### src/rtl/fetch_stage_pkg.sv
// Shared definitions for the fetch stage: widths, reset PC, halt opcode,
// FSM state encoding and the next-PC select used by the PC register.
package fetch_stage_pkg;

  localparam int unsigned ADDR_W  = 16;
  localparam int unsigned INSTR_W = 16;

  localparam logic [ADDR_W-1:0] RESET_PC = 16'h0000;
  localparam logic [ADDR_W-1:0] PC_STEP  = 16'd2;
  localparam logic [3:0]        OPC_HALT = 4'hF;

  typedef enum logic {
    ST_FETCH = 1'b0,
    ST_HALT  = 1'b1
  } fetch_state_e;

  typedef enum logic [1:0] {
    PC_HOLD  = 2'd0,
    PC_INC   = 2'd1,
    PC_REDIR = 2'd2
  } pc_sel_e;

  // Opcode field lives in the top nibble of every instruction.
  function automatic logic is_halt(input logic [INSTR_W-1:0] instr);
    return instr[15:12] == OPC_HALT;
  endfunction

endpackage

### src/rtl/fetch_stage_pc_reg.sv
// Program counter register with its next-PC mux (hold / step / redirect).
// The redirect target always has bit 0 cleared so the PC stays even.
module fetch_pc_reg
  import fetch_stage_pkg::*;
(
  input  logic              clk,
  input  logic              rst,
  input  pc_sel_e           pc_sel,
  input  logic [ADDR_W-1:0] redirect_pc,
  output logic [ADDR_W-1:0] pc
);

  logic [ADDR_W-1:0] pc_d;
  logic [ADDR_W-1:0] pc_q;

  // Next-PC selection; increment wraps modulo 2^ADDR_W.
  always_comb begin
    pc_d = pc_q;
    case (pc_sel)
      PC_INC:   pc_d = pc_q + PC_STEP;
      PC_REDIR: pc_d = redirect_pc & {{(ADDR_W-1){1'b1}}, 1'b0};
      default:  pc_d = pc_q;
    endcase
  end

  // PC register, asynchronously reset to the boot address.
  always_ff @(posedge clk or posedge rst) begin
    if (rst) pc_q <= RESET_PC;
    else     pc_q <= pc_d;
  end

  assign pc = pc_q;

endmodule

### src/rtl/fetch_stage.sv
// Instruction fetch stage: drives instr_mem address, captures the returned
// word into the IR and offers it to decode.
// Handshake: decode takes the IR on any rising edge where ir_valid && ir_ready
// are both high; ir_valid never drops without a transfer except on a redirect
// (squash) or reset, and IR contents are stable while ir_valid && !ir_ready.
module fetch_stage
  import fetch_stage_pkg::*;
(
  input  logic               clk,
  input  logic               rst,
  output logic [ADDR_W-1:0]  pc_out,
  input  logic [INSTR_W-1:0] instr_in,
  output logic               ir_valid,
  output logic [INSTR_W-1:0] ir,
  output logic [ADDR_W-1:0]  ir_pc,
  input  logic               ir_ready,
  input  logic               redirect_valid,
  input  logic [ADDR_W-1:0]  redirect_pc,
  input  logic               resume,
  output logic               halted,
  output fetch_state_e       state_dbg
);

  fetch_state_e       state_q, state_d;
  logic [INSTR_W-1:0] ir_q, ir_d;
  logic [ADDR_W-1:0]  ir_pc_q, ir_pc_d;
  logic               ir_valid_q, ir_valid_d;
  pc_sel_e            pc_sel;
  logic               slot_free;

  fetch_pc_reg u_pc_reg (
    .clk         (clk),
    .rst         (rst),
    .pc_sel      (pc_sel),
    .redirect_pc (redirect_pc),
    .pc          (pc_out)
  );

  // IR may be loaded when empty or when decode drains it this cycle.
  assign slot_free = !ir_valid_q || ir_ready;

  // Next-state and IR control; redirect beats resume beats normal fetch.
  always_comb begin
    state_d    = state_q;
    ir_d       = ir_q;
    ir_pc_d    = ir_pc_q;
    ir_valid_d = ir_valid_q;
    pc_sel     = PC_HOLD;
    if (redirect_valid) begin
      pc_sel     = PC_REDIR;
      ir_valid_d = 1'b0;
      state_d    = ST_FETCH;
    end else begin
      case (state_q)
        ST_FETCH: begin
          if (slot_free) begin
            ir_d       = instr_in;
            ir_pc_d    = pc_out;
            ir_valid_d = 1'b1;
            pc_sel     = PC_INC;
            if (is_halt(instr_in)) state_d = ST_HALT;
          end
        end
        ST_HALT: begin
          // The halt instruction itself still drains to decode.
          if (ir_valid_q && ir_ready) ir_valid_d = 1'b0;
          if (resume) state_d = ST_FETCH;
        end
        default: state_d = ST_FETCH;
      endcase
    end
  end

  // Stage registers, asynchronously cleared.
  always_ff @(posedge clk or posedge rst) begin
    if (rst) begin
      state_q    <= ST_FETCH;
      ir_q       <= '0;
      ir_pc_q    <= '0;
      ir_valid_q <= 1'b0;
    end else begin
      state_q    <= state_d;
      ir_q       <= ir_d;
      ir_pc_q    <= ir_pc_d;
      ir_valid_q <= ir_valid_d;
    end
  end

  assign ir        = ir_q;
  assign ir_pc     = ir_pc_q;
  assign ir_valid  = ir_valid_q;
  assign halted    = (state_q == ST_HALT);
  assign state_dbg = state_q;

endmodule

### config.mk
export PLATFORM = sky130hd
export DESIGN_NAME = fetch_stage
export DESIGN_NICKNAME = d
export VERILOG_FILES = /design/src/rtl/fetch_stage_pkg.sv /design/src/rtl/fetch_stage_pc_reg.sv /design/src/rtl/fetch_stage.sv
export SDC_FILE = /design/constraint.sdc
export NUM_CORES = 1
export LEC_CHECK = 0
export CAP_MARGIN = 20
export CORE_UTILIZATION = 44
export CTS_BUF_LIST = sky130_fd_sc_hd__clkbuf_8
export DETAILED_ROUTE_END_ITERATION = 10
export PLACE_DENSITY = 0.9
export SYNTH_ARGS = -nofsm -noshare
export SYNTH_HDL_FRONTEND = slang
export SYNTH_SLANG_ARGS = --single-unit
### constraint.sdc
create_clock -name clk -period 2.2 [get_ports clk]
set_clock_uncertainty 0.15 [all_clocks]
set_input_delay 0.44 -clock clk [delete_from_list [all_inputs] [get_ports clk]]
set_output_delay 0.44 -clock clk [all_outputs]
set_load 0.005 [all_outputs]
==> impl_metrics.xml, run 1 <==
<?xml version="1.0" encoding="UTF-8"?>
<metrics>
  <group name="run_status">
    <metric name="outcome" unit="">finished, final reports clean</metric>
  </group>
  <group name="timing">
    <metric name="final_critical_path_setup_slack" unit="ns">0.207</metric>
    <metric name="post-route-min-period" unit="ns">1.99</metric>
    <metric name="final_hold_viol_count" unit="">0</metric>
    <metric name="period_utilization_post_route" unit="%">90.6</metric>
    <metric name="maxClockFrequency" unit="GHz">0.502</metric>
    <metric name="unrepaired_setup_endpoints_after_global_routing" unit="">false</metric>
    <metric name="setup_viol" unit="">0</metric>
    <metric name="slew_violations" unit="">0</metric>
    <metric name="hold_slack" unit="ns">0.314</metric>
  </group>
  <group name="floorplanning">
    <metric name="placeableCoreArea" unit="sq mm">0.00472</metric>
    <metric name="floorplan.die.height" unit="um">72.3</metric>
    <metric name="placement_rows" unit="">25</metric>
    <metric name="initial_utilization" unit="%">46.0</metric>
    <metric name="i_o_pin_count" unit="">88</metric>
    <metric name="die_width" unit="um">72.3</metric>
    <metric name="design.die.area" unit="sq mm">0.00522</metric>
  </group>
  <group name="synthesis">
    <metric name="seq_area_frac_synth" unit="%">55.3</metric>
    <metric name="synthDistinctLibCells" unit="">34</metric>
    <metric name="ys_warn_count" unit="">0</metric>
    <metric name="synth.avg_cell_area" unit="sq um">12.2</metric>
    <metric name="synthesis.instances" unit="">178</metric>
    <metric name="area_of_the_mapped_netlist" unit="sq mm">0.00217</metric>
    <metric name="ff_latch_count_synth" unit="">48</metric>
  </group>
  <group name="clocking">
    <metric name="cts.root.buffer_cell" unit="">sky130_fd_sc_hd__clkbuf_8</metric>
    <metric name="cts.repair_timing.setup_buffer_count" unit="">0</metric>
    <metric name="clk_latency" unit="ns">0.31</metric>
    <metric name="clock_edge_transition_at_the_registers_on_the_reported_setup_and_hold_paths" unit="ns">0.08</metric>
    <metric name="clockBufferDepth" unit="">2</metric>
    <metric name="ctsResizeCount" unit="">0</metric>
    <metric name="h-tree-depth" unit="">2</metric>
    <metric name="cts_sinks" unit="">48</metric>
    <metric name="tritoncts" unit="">yes</metric>
    <metric name="cts_hold_buf" unit="">0</metric>
    <metric name="cts_buffers" unit="">5</metric>
  </group>
  <group name="layout">
    <metric name="finalNetCount" unit="">307</metric>
    <metric name="final.fill_count" unit="">368</metric>
    <metric name="drive_above_1_share" unit="%">20.7</metric>
    <metric name="stdcell_count" unit="">337</metric>
    <metric name="final_core_utilization" unit="%">68.1</metric>
    <metric name="insertedDiodeCount" unit="">0</metric>
    <metric name="area.growth.synth_to_final" unit="%">48.0</metric>
    <metric name="layout.cell_area.non_filler" unit="sq mm">0.00322</metric>
  </group>
  <group name="global_route">
    <metric name="gr_ovfl_total" unit="">0</metric>
    <metric name="global_route_usage_over_all_layers" unit="%">19.6</metric>
    <metric name="grt_pass1_wl" unit="mm">7.80</metric>
    <metric name="first_global_vias" unit="">1673</metric>
    <metric name="grt_max_degree" unit="">28</metric>
    <metric name="initial_antenna_violation_count" unit="">0</metric>
  </group>
  <group name="drt">
    <metric name="post-route-drc-count" unit="">0</metric>
    <metric name="routedWlPerCell" unit="um">14.1</metric>
    <metric name="postRouteAntennaNets" unit="">0</metric>
    <metric name="wirelength" unit="mm">4.76</metric>
    <metric name="avgViaCountPerCell" unit="">4.97</metric>
    <metric name="detailedRoute.firstPassIterationCount" unit="">4</metric>
    <metric name="routed-via-count" unit="">1676</metric>
    <metric name="drt-initial-drc-count" unit="">80</metric>
  </group>
  <group name="setup_path">
    <metric name="cp-end-kind" unit="">register</metric>
    <metric name="worstSetupStartpointType" unit="">register</metric>
    <metric name="cp_data_arrival_time" unit="ns">2.07</metric>
    <metric name="worstPathMaxFanout" unit="">6</metric>
    <metric name="critical_path_required" unit="ns">2.28</metric>
    <metric name="critical_path_class" unit="">reg2reg</metric>
  </group>
  <group name="pwr">
    <metric name="leakage" unit="nW">1.30</metric>
    <metric name="power-per-cell-area" unit="mW/mm^2">695</metric>
    <metric name="power.ir.vdd_worst" unit="mV">0.367</metric>
  </group>
  <group name="run">
    <metric name="max_cap_violations" unit="">0</metric>
  </group>
  <group name="placed_design">
    <metric name="placedCellCount" unit="">329</metric>
    <metric name="dp_worst_setup_slack" unit="ns">-0.0993</metric>
    <metric name="placed_cell_area" unit="sq mm">0.00313</metric>
    <metric name="routabilityCongestion" unit="">0.759</metric>
    <metric name="port-buffer-count" unit="">84</metric>
    <metric name="dpl.hpwl" unit="mm">3.51</metric>
  </group>
  <group name="hold_path">
    <metric name="hold_class" unit="">in2async</metric>
  </group>
</metrics>
-- power breakdown --
part / total (mW) / internal, mW / switching (mW) / leakage, nW
clock network: 0.528 / 0.247 / 0.281 / 0.0538
logic: 0.604 / 0.411 / 0.194 / 0.682
registers: 1.10 / 1.01 / 0.0945 / 0.567
total: 2.24 / 1.67 / 0.569 / 1.30
-- final cells by class --
class	count	area [sq um]	area share, %
well taps	67	83.8	2.61
multi-input cells	116	895	27.8
flip-flops and latches	48	1200	37.3
clock buffers	6	82.6	2.57
inverters	3	11.3	0.350
repair buffers	95	936	29.1
clock inverters	2	7.51	0.233
-- cell usage after synthesis (all sizes together) --
library cell | instances | share of area [%]
nor3 | 4 | 0.92
nand4 | 5 | 2.1
or4b | 1 | 0.63
nor2 | 8 | 1.4
a221o | 1 | 0.46
nor4 | 3 | 0.86
nand2 | 15 | 2.6
nor2b | 1 | 0.63
xnor2 | 5 | 2.0
inv | 3 | 0.52
and4 | 1 | 0.40
nand3 | 4 | 0.92
mux2 | 32 | 17
mux2i | 1 | 0.46
buf | 8 | 2.8
o31ai | 3 | 1.0
a21oi | 2 | 0.46
dfrtp | 48 | 55
a31oi | 4 | 1.2
o21ai | 8 | 1.8
conb | 1 | 0.17
nor4b | 1 | 0.40
ha | 1 | 0.58
nand2b | 3 | 1.3
or4 | 5 | 1.7
or3 | 2 | 0.58
xor2 | 2 | 0.81
clkbuf | 4 | 0.69
o211ai | 2 | 0.69
-- flip-flops by register name, indices dropped and copies added, names as in the netlist --
name	count
ir_valid	1
ir_pc	15
halted	1
u_pc_reg.pc	15
ir	16
-- cells in the final DEF (no fill, tap or decap), types with 2 or more instances in the layout --
cell and n:
sky130_fd_sc_hd__clkdlybuf4s50_1 84, sky130_fd_sc_hd__buf_4 10, sky130_fd_sc_hd__nor4_1 3, sky130_fd_sc_hd__nand2_1 15, sky130_fd_sc_hd__conb_1 2, sky130_fd_sc_hd__or3_1 2
sky130_fd_sc_hd__nand4_1 4, sky130_fd_sc_hd__mux2_2 32, sky130_fd_sc_hd__nor3_1 3, sky130_fd_sc_hd__o211ai_1 2, sky130_fd_sc_hd__dfrtp_1 48, sky130_fd_sc_hd__o31ai_1 3
sky130_fd_sc_hd__a31oi_1 4, sky130_fd_sc_hd__o21ai_0 8, sky130_fd_sc_hd__xor2_1 2, sky130_fd_sc_hd__xnor2_1 5, sky130_fd_sc_hd__nor2_1 8, sky130_fd_sc_hd__inv_1 4
sky130_fd_sc_hd__a21oi_1 2, sky130_fd_sc_hd__nand3_1 4, sky130_fd_sc_hd__clkbuf_8 6, sky130_fd_sc_hd__or4_1 5
-- final timing paths --
kind,from,endpoint,slack [ns],depth (start not counted)
worst min-delay path,rst,ir_pc[13],0.31,2
min in group clk,ir[9],ir[9],0.36,1
worst max register to register,u_pc_reg.pc[1],u_pc_reg.pc[15],0.21,5
worst max-delay path,u_pc_reg.pc[1],u_pc_reg.pc[15],0.21,5
worst min register to register,ir[9],ir[9],0.36,1
max in group asynchronous,rst,ir[7],1.08,3
-- critical path, cell delays in order, from the launching register on --
cell,delay (ns)
sky130_fd_sc_hd__dfrtp_1,0.44
sky130_fd_sc_hd__ha_1,0.24
sky130_fd_sc_hd__nand2b_4,0.09
sky130_fd_sc_hd__or4b_4,0.51
sky130_fd_sc_hd__or3_1,0.33
sky130_fd_sc_hd__a31oi_1,0.16
-- through the flow --
step / power (mW) / TNS (ns)
detailed placement: 1.73 / -1.62
CTS: 2.26 / 0
global route: 2.36 / 0
finish: 2.24 / 0
global placement: 1.71 / -0.563
floorplan: 1.34 / 0
-- routing by layer --
metal  wire length, um  vias up  track usage [%]
met5                 0        -                0
met4                46        0             5.66
met3               314        5             6.53
met2              2360       52             32.8
met1              2040      801             24.3
li1                  -      818                -
-- cell families after synthesis --
family | synth area share (%)
other | 0.173
buffers and inverters | 3.97
multiplexers | 17.0
adder cells (fa/ha/maj) | 0.576
AO/OA/AOI/OAI | 5.64
flip-flops | 55.3
XOR/XNOR | 2.82
AND/OR/NAND/NOR | 14.5
Note: power is estimated with default switching activity, not from simulation.
==> run 2, diff against run 1 <==
--- a/config.mk
+++ b/config.mk
@@ -6,10 +6,11 @@
 export NUM_CORES = 1
 export LEC_CHECK = 0
 export CAP_MARGIN = 20
-export CORE_UTILIZATION = 44
+export CORE_UTILIZATION = 48
 export CTS_BUF_LIST = sky130_fd_sc_hd__clkbuf_8
 export DETAILED_ROUTE_END_ITERATION = 10
-export PLACE_DENSITY = 0.9
+export PLACE_DENSITY = 0.95
+export SETUP_SLACK_MARGIN = 0.15
 export SYNTH_ARGS = -nofsm -noshare
 export SYNTH_HDL_FRONTEND = slang
 export SYNTH_SLANG_ARGS = --single-unit
==> constraint.sdc (replaced) <==
create_clock -name clk -period 2.3 [get_ports clk]
set_clock_uncertainty 0.15 [all_clocks]
set_input_delay 0.46 -clock clk [delete_from_list [all_inputs] [get_ports clk]]
set_output_delay 0.46 -clock clk [all_outputs]
set_load 0.005 [all_outputs]
==> impl_metrics.xml, run 2 (synthesis results as in run 1) <==
<?xml version="1.0" encoding="UTF-8"?>
<metrics>
  <group name="placed_design">
    <metric name="port-buffer-count" unit="">84</metric>
    <metric name="routabilityCongestion" unit="">0.782</metric>
    <metric name="placedCellCount" unit="">314</metric>
    <metric name="dpl.hpwl" unit="mm">3.56</metric>
  </group>
  <group name="layout">
    <metric name="area.growth.synth_to_final" unit="%">47.2</metric>
    <metric name="insertedDiodeCount" unit="">0</metric>
    <metric name="stdcell_count" unit="">322</metric>
    <metric name="layout.cells.most_common_list" unit="">84 x sky130_fd_sc_hd__clkdlybuf4s50_1, 48 x sky130_fd_sc_hd__dfrtp_1, 32 x sky130_fd_sc_hd__mux2_2, 15 x sky130_fd_sc_hd__nand2_1, 10 x sky130_fd_sc_hd__buf_4</metric>
    <metric name="finalNetCount" unit="">307</metric>
    <metric name="max_reg_flops" unit="">16</metric>
    <metric name="drive_above_1_share" unit="%">20.7</metric>
    <metric name="mostFrequentLayoutCell" unit="">sky130_fd_sc_hd__clkdlybuf4s50_1</metric>
    <metric name="final.fill_count" unit="">311</metric>
  </group>
  <group name="clocking">
    <metric name="clock_edge_transition_at_the_registers_on_the_reported_setup_and_hold_paths" unit="ns">0.08</metric>
    <metric name="cts_hold_buf" unit="">0</metric>
    <metric name="cts_buffers" unit="">5</metric>
    <metric name="h-tree-depth" unit="">2</metric>
    <metric name="tritoncts" unit="">yes</metric>
    <metric name="cts_sinks" unit="">48</metric>
    <metric name="cts.repair_timing.setup_buffer_count" unit="">0</metric>
    <metric name="clockBufferDepth" unit="">2</metric>
    <metric name="ctsResizeCount" unit="">0</metric>
    <metric name="clk_latency" unit="ns">0.29</metric>
    <metric name="cts.root.buffer_cell" unit="">sky130_fd_sc_hd__clkbuf_8</metric>
  </group>
  <group name="timing">
    <metric name="slew_violations" unit="">0</metric>
    <metric name="maxClockFrequency" unit="GHz">0.488</metric>
    <metric name="unrepaired_setup_endpoints_after_global_routing" unit="">false</metric>
    <metric name="hold_slack" unit="ns">0.359</metric>
    <metric name="period_utilization_post_route" unit="%">89.1</metric>
    <metric name="post-route-min-period" unit="ns">2.05</metric>
    <metric name="setup_viol" unit="">0</metric>
    <metric name="final_hold_viol_count" unit="">0</metric>
  </group>
  <group name="floorplanning">
    <metric name="i_o_pin_count" unit="">88</metric>
    <metric name="placeableCoreArea" unit="sq mm">0.00435</metric>
    <metric name="floorplan.die.height" unit="um">69.3</metric>
    <metric name="placement_rows" unit="">24</metric>
    <metric name="design.die.area" unit="sq mm">0.00480</metric>
    <metric name="die_width" unit="um">69.3</metric>
    <metric name="initial_utilization" unit="%">49.9</metric>
  </group>
  <group name="hold_path">
    <metric name="hold_class" unit="">reg2reg</metric>
  </group>
  <group name="global_route">
    <metric name="initial_antenna_violation_count" unit="">0</metric>
    <metric name="grt_pass1_wl" unit="mm">8.12</metric>
    <metric name="gr_ovfl_total" unit="">0</metric>
    <metric name="first_global_vias" unit="">1687</metric>
    <metric name="global_route_usage_over_all_layers" unit="%">21.5</metric>
    <metric name="grt_max_degree" unit="">49</metric>
  </group>
  <group name="setup_path">
    <metric name="worstSetupStartpointType" unit="">input pin</metric>
    <metric name="cp-end-kind" unit="">register</metric>
    <metric name="cp_data_arrival_time" unit="ns">2.08</metric>
    <metric name="critical_path_class" unit="">in2reg</metric>
    <metric name="worstPathMaxFanout" unit="">9</metric>
    <metric name="critical_path_required" unit="ns">2.33</metric>
  </group>
  <group name="pwr">
    <metric name="power.ir.vdd_worst" unit="mV">0.502</metric>
    <metric name="leakage" unit="nW">1.30</metric>
    <metric name="seq_power_share" unit="%">50.0</metric>
    <metric name="power-per-cell-area" unit="mW/mm^2">664</metric>
    <metric name="swShare" unit="%">24.9</metric>
    <metric name="share_clk_of_total_power" unit="%">22.9</metric>
    <metric name="total_switching_power" unit="mW">0.529</metric>
    <metric name="p_int" unit="mW">1.59</metric>
    <metric name="pwr-share-comb" unit="%">27.1</metric>
  </group>
  <group name="run">
    <metric name="max_cap_violations" unit="">0</metric>
  </group>
  <group name="drt">
    <metric name="detailedRoute.firstPassIterationCount" unit="">4</metric>
    <metric name="routed-via-count" unit="">1700</metric>
    <metric name="routedWlPerCell" unit="um">15.0</metric>
    <metric name="avgViaCountPerCell" unit="">5.28</metric>
    <metric name="postRouteAntennaNets" unit="">0</metric>
    <metric name="drt-initial-drc-count" unit="">89</metric>
    <metric name="post-route-drc-count" unit="">0</metric>
    <metric name="wirelength" unit="mm">4.82</metric>
  </group>
  <group name="run_status">
    <metric name="outcome" unit="">finished, final reports clean</metric>
  </group>
</metrics>
run 2: cell counts in the layout (fill, tap and decap cells not counted):
Identical to the previous run, type by type.
run 2: power by group through the flow:
stage | registers, mW | logic [mW] | clock network (mW)
floorplan | 1.08 | 0.206 | 0
global placement | 1.07 | 0.567 | 0
detailed placement | 1.08 | 0.580 | 0
CTS | 1.06 | 0.583 | 0.503
global route | 1.08 | 0.618 | 0.546
finish | 1.06 | 0.576 | 0.485
run 2: final cells by class:
class	count	area, sq um	share of cell area [%]
Multi-Input combinational cell	116	895	28.0
Tap cell	52	65.1	2.03
Sequential cell	48	1200	37.6
Clock buffer	6	82.6	2.58
Clock inverter	2	7.51	0.235
Timing Repair Buffer	95	936	29.3
Inverter	3	11.3	0.352
run 2: worst paths after layout:
kind	start	cells past startpoint	slack, ns	to
max in group asynchronous	rst	3	1.42	u_pc_reg.pc[3]
max	ir_ready	6	0.25	ir_pc[13]
min in group asynchronous	rst	3	0.37	ir[4]
min	ir[3]	1	0.36	ir[3]
min reg2reg	ir[3]	1	0.36	ir[3]
max reg2reg	u_pc_reg.pc[1]	5	0.33	u_pc_reg.pc[15]
run 2: layer usage:
| metal | global-route usage, % | part of all wire [%] | vias to the layer above |
|---|---|---|---|
| met2 | 37.5 | 53 | 56 |
| met5 | 0 | 0 | - |
| met4 | 7.94 | 1.6 | 0 |
| li1 | - | - | 815 |
| met1 | 25.1 | 40 | 821 |
| met3 | 5.96 | 5.0 | 8 |
run 2: stage by stage:
step                      total power, mW  utilization (%)  TNS (ns)  instance area [sq um]  worst slack, ns
final                                2.12             73.4         0                   3200            0.250
after global routing                 2.25             73.4         0                   3200            0.189
after CTS                            2.15             73.4         0                   3200            0.246
after detailed placement             1.66             71.4    -0.361                   3110          -0.0346
after global placement               1.63             71.4    -0.295                   3110          -0.0203
after floorplan                      1.28                -         0                   2180            0.437
run 2: worst max-delay path: stages:
cell and delay, ns:
sky130_fd_sc_hd__clkdlybuf4s50_1 0.51, sky130_fd_sc_hd__nor2b_4 0.06, sky130_fd_sc_hd__buf_4 0.14, sky130_fd_sc_hd__nor3_2 0.29
sky130_fd_sc_hd__buf_4 0.26, sky130_fd_sc_hd__mux2_2 0.35
==> variant: new RTL, flow settings as in run 1 <==
`INSTR_W`: 16 -> 32.
--- a/src/rtl/fetch_stage_pkg.sv
+++ b/src/rtl/fetch_stage_pkg.sv
@@ -3,7 +3,7 @@
 package fetch_stage_pkg;
 
   localparam int unsigned ADDR_W  = 16;
-  localparam int unsigned INSTR_W = 16;
+  localparam int unsigned INSTR_W = 32;
 
   localparam logic [ADDR_W-1:0] RESET_PC = 16'h0000;
   localparam logic [ADDR_W-1:0] PC_STEP  = 16'd2;
Interface: changed (resized instr_in and ir); port bits go from 88 to 120. The function was not compared with the original's and may differ.
==> variant against run 1 <==
Routed wire length is 34% higher; sequential share of layout area is 0.26 points lower; non-clock buffer count is 35 higher; sequential cell count is 16 higher; worst setup slack worse by 0.11 ns; final area is 34% higher; core utilization is 4.0 points higher; clock power is 110% higher; power is 51% higher; synthesized area is 27% higher; count of clock-buffer cells in the layout is 5 higher.
==> variant: results (changes against run 1) <==
{| class="wikitable"
! Metric !! Value
|-
| Initial drt markers || 111 (+39%)
|-
| Wire length on met2 || 3180 µm (+35%)
|-
| Capturing instance or port of the critical path || halted
|-
| Worst setup path startpoint || halted
|-
| Filler instances || 419 (+14%)
|-
| Sequential share of the synthesized area || 0.581 (+0.0281)
|-
| P_clk || 1.11 mW (+110%)
|-
| Routability Congestion || 0.789 (+3.9%)
|-
| Vias per std cell || 5.14 (+3.4%)
|-
| Max FFs per register || 32 (+16)
|-
| Global-route wire length before repair || 10100 µm (+30%)
|-
| Total clock buffers created by CTS || 9 (+4)
|-
| Cell internal pwr || 2.59 mW (+55%)
|-
| CP Max Fanout || 9 (+3)
|-
| Leakage power of the design || 1.78 nW (+36%)
|-
| Status || complete, no violations
|-
| Multiplexer share of the synthesized area || 0.199 (+0.0288)
|-
| Met1 global-route usage || 0.246 (+0.00294)
|-
| Complex-gate fraction of the synthesized area || 0.0454 (-0.0110)
|-
| Average wire per cell in the routed design || 15.0 µm (+6.2%)
|-
| Largest cells by area after synthesis || sky130_fd_sc_hd__dfrtp_1 58%, sky130_fd_sc_hd__mux2_2 19%, sky130_fd_sc_hd__xnor2_1 2.5%, sky130_fd_sc_hd__nand2_1 2.3%, sky130_fd_sc_hd__o21ai_0 2.0%
|-
| Adder and majority cell fraction of the synthesized area || 0.00454 (-0.00122)
|-
| Power Total || 3.38 mW (+51%)
|-
| Reg2reg start || u_pc_reg.pc[3]
|-
| Overall routing resource usage || 0.207 (+0.0111)
|-
| Endpoint of the worst register-to-register path || u_pc_reg.pc[14]
|-
| Max rail drop VDD || 0.476 mV (+30%)
|-
| Share of post-route cells with drive strength above 1 || 0.231 (+0.0234)
|-
| Fraction of met3 tracks used by global routing || 0.0719 (+0.00663)
|-
| Commonest cells in the netlist || 64 x sky130_fd_sc_hd__dfrtp_1, 47 x sky130_fd_sc_hd__mux2_2, 17 x sky130_fd_sc_hd__nand2_1
|-
| Clock H-tree levels || 3 (+1)
|}
[variant: cell count changes after synthesis, moves of 3 or more]
cell	run 1	this run
sky130_fd_sc_hd__mux2_2	32	47
sky130_fd_sc_hd__xnor2_1	5	8
sky130_fd_sc_hd__o21ai_0	8	11
sky130_fd_sc_hd__or4_1	5	1
sky130_fd_sc_hd__dfrtp_1	48	64
[variant: through the flow]
stage,instance area [µm²],setup WS (ns),cells,hold slack (ns)
after detailed placement,4100,-0.158,411,0.345
after CTS,4320,0.0814,426,0.309
after floorplan,2760,0.0119,219,0.355
final,4320,0.101,426,0.298
after global placement,4100,-0.107,411,0.337
after global routing,4320,0.0160,426,0.352
[variant: layout make-up]
class                           count  area share
Tap cell                           75      0.0217
Timing Repair Buffer              130       0.302
Sequential cell                    64       0.371
Clock buffer                       11      0.0351
Multi-Input combinational cell    137       0.250
Clock inverter                      4      0.0159
Inverter                            5     0.00435
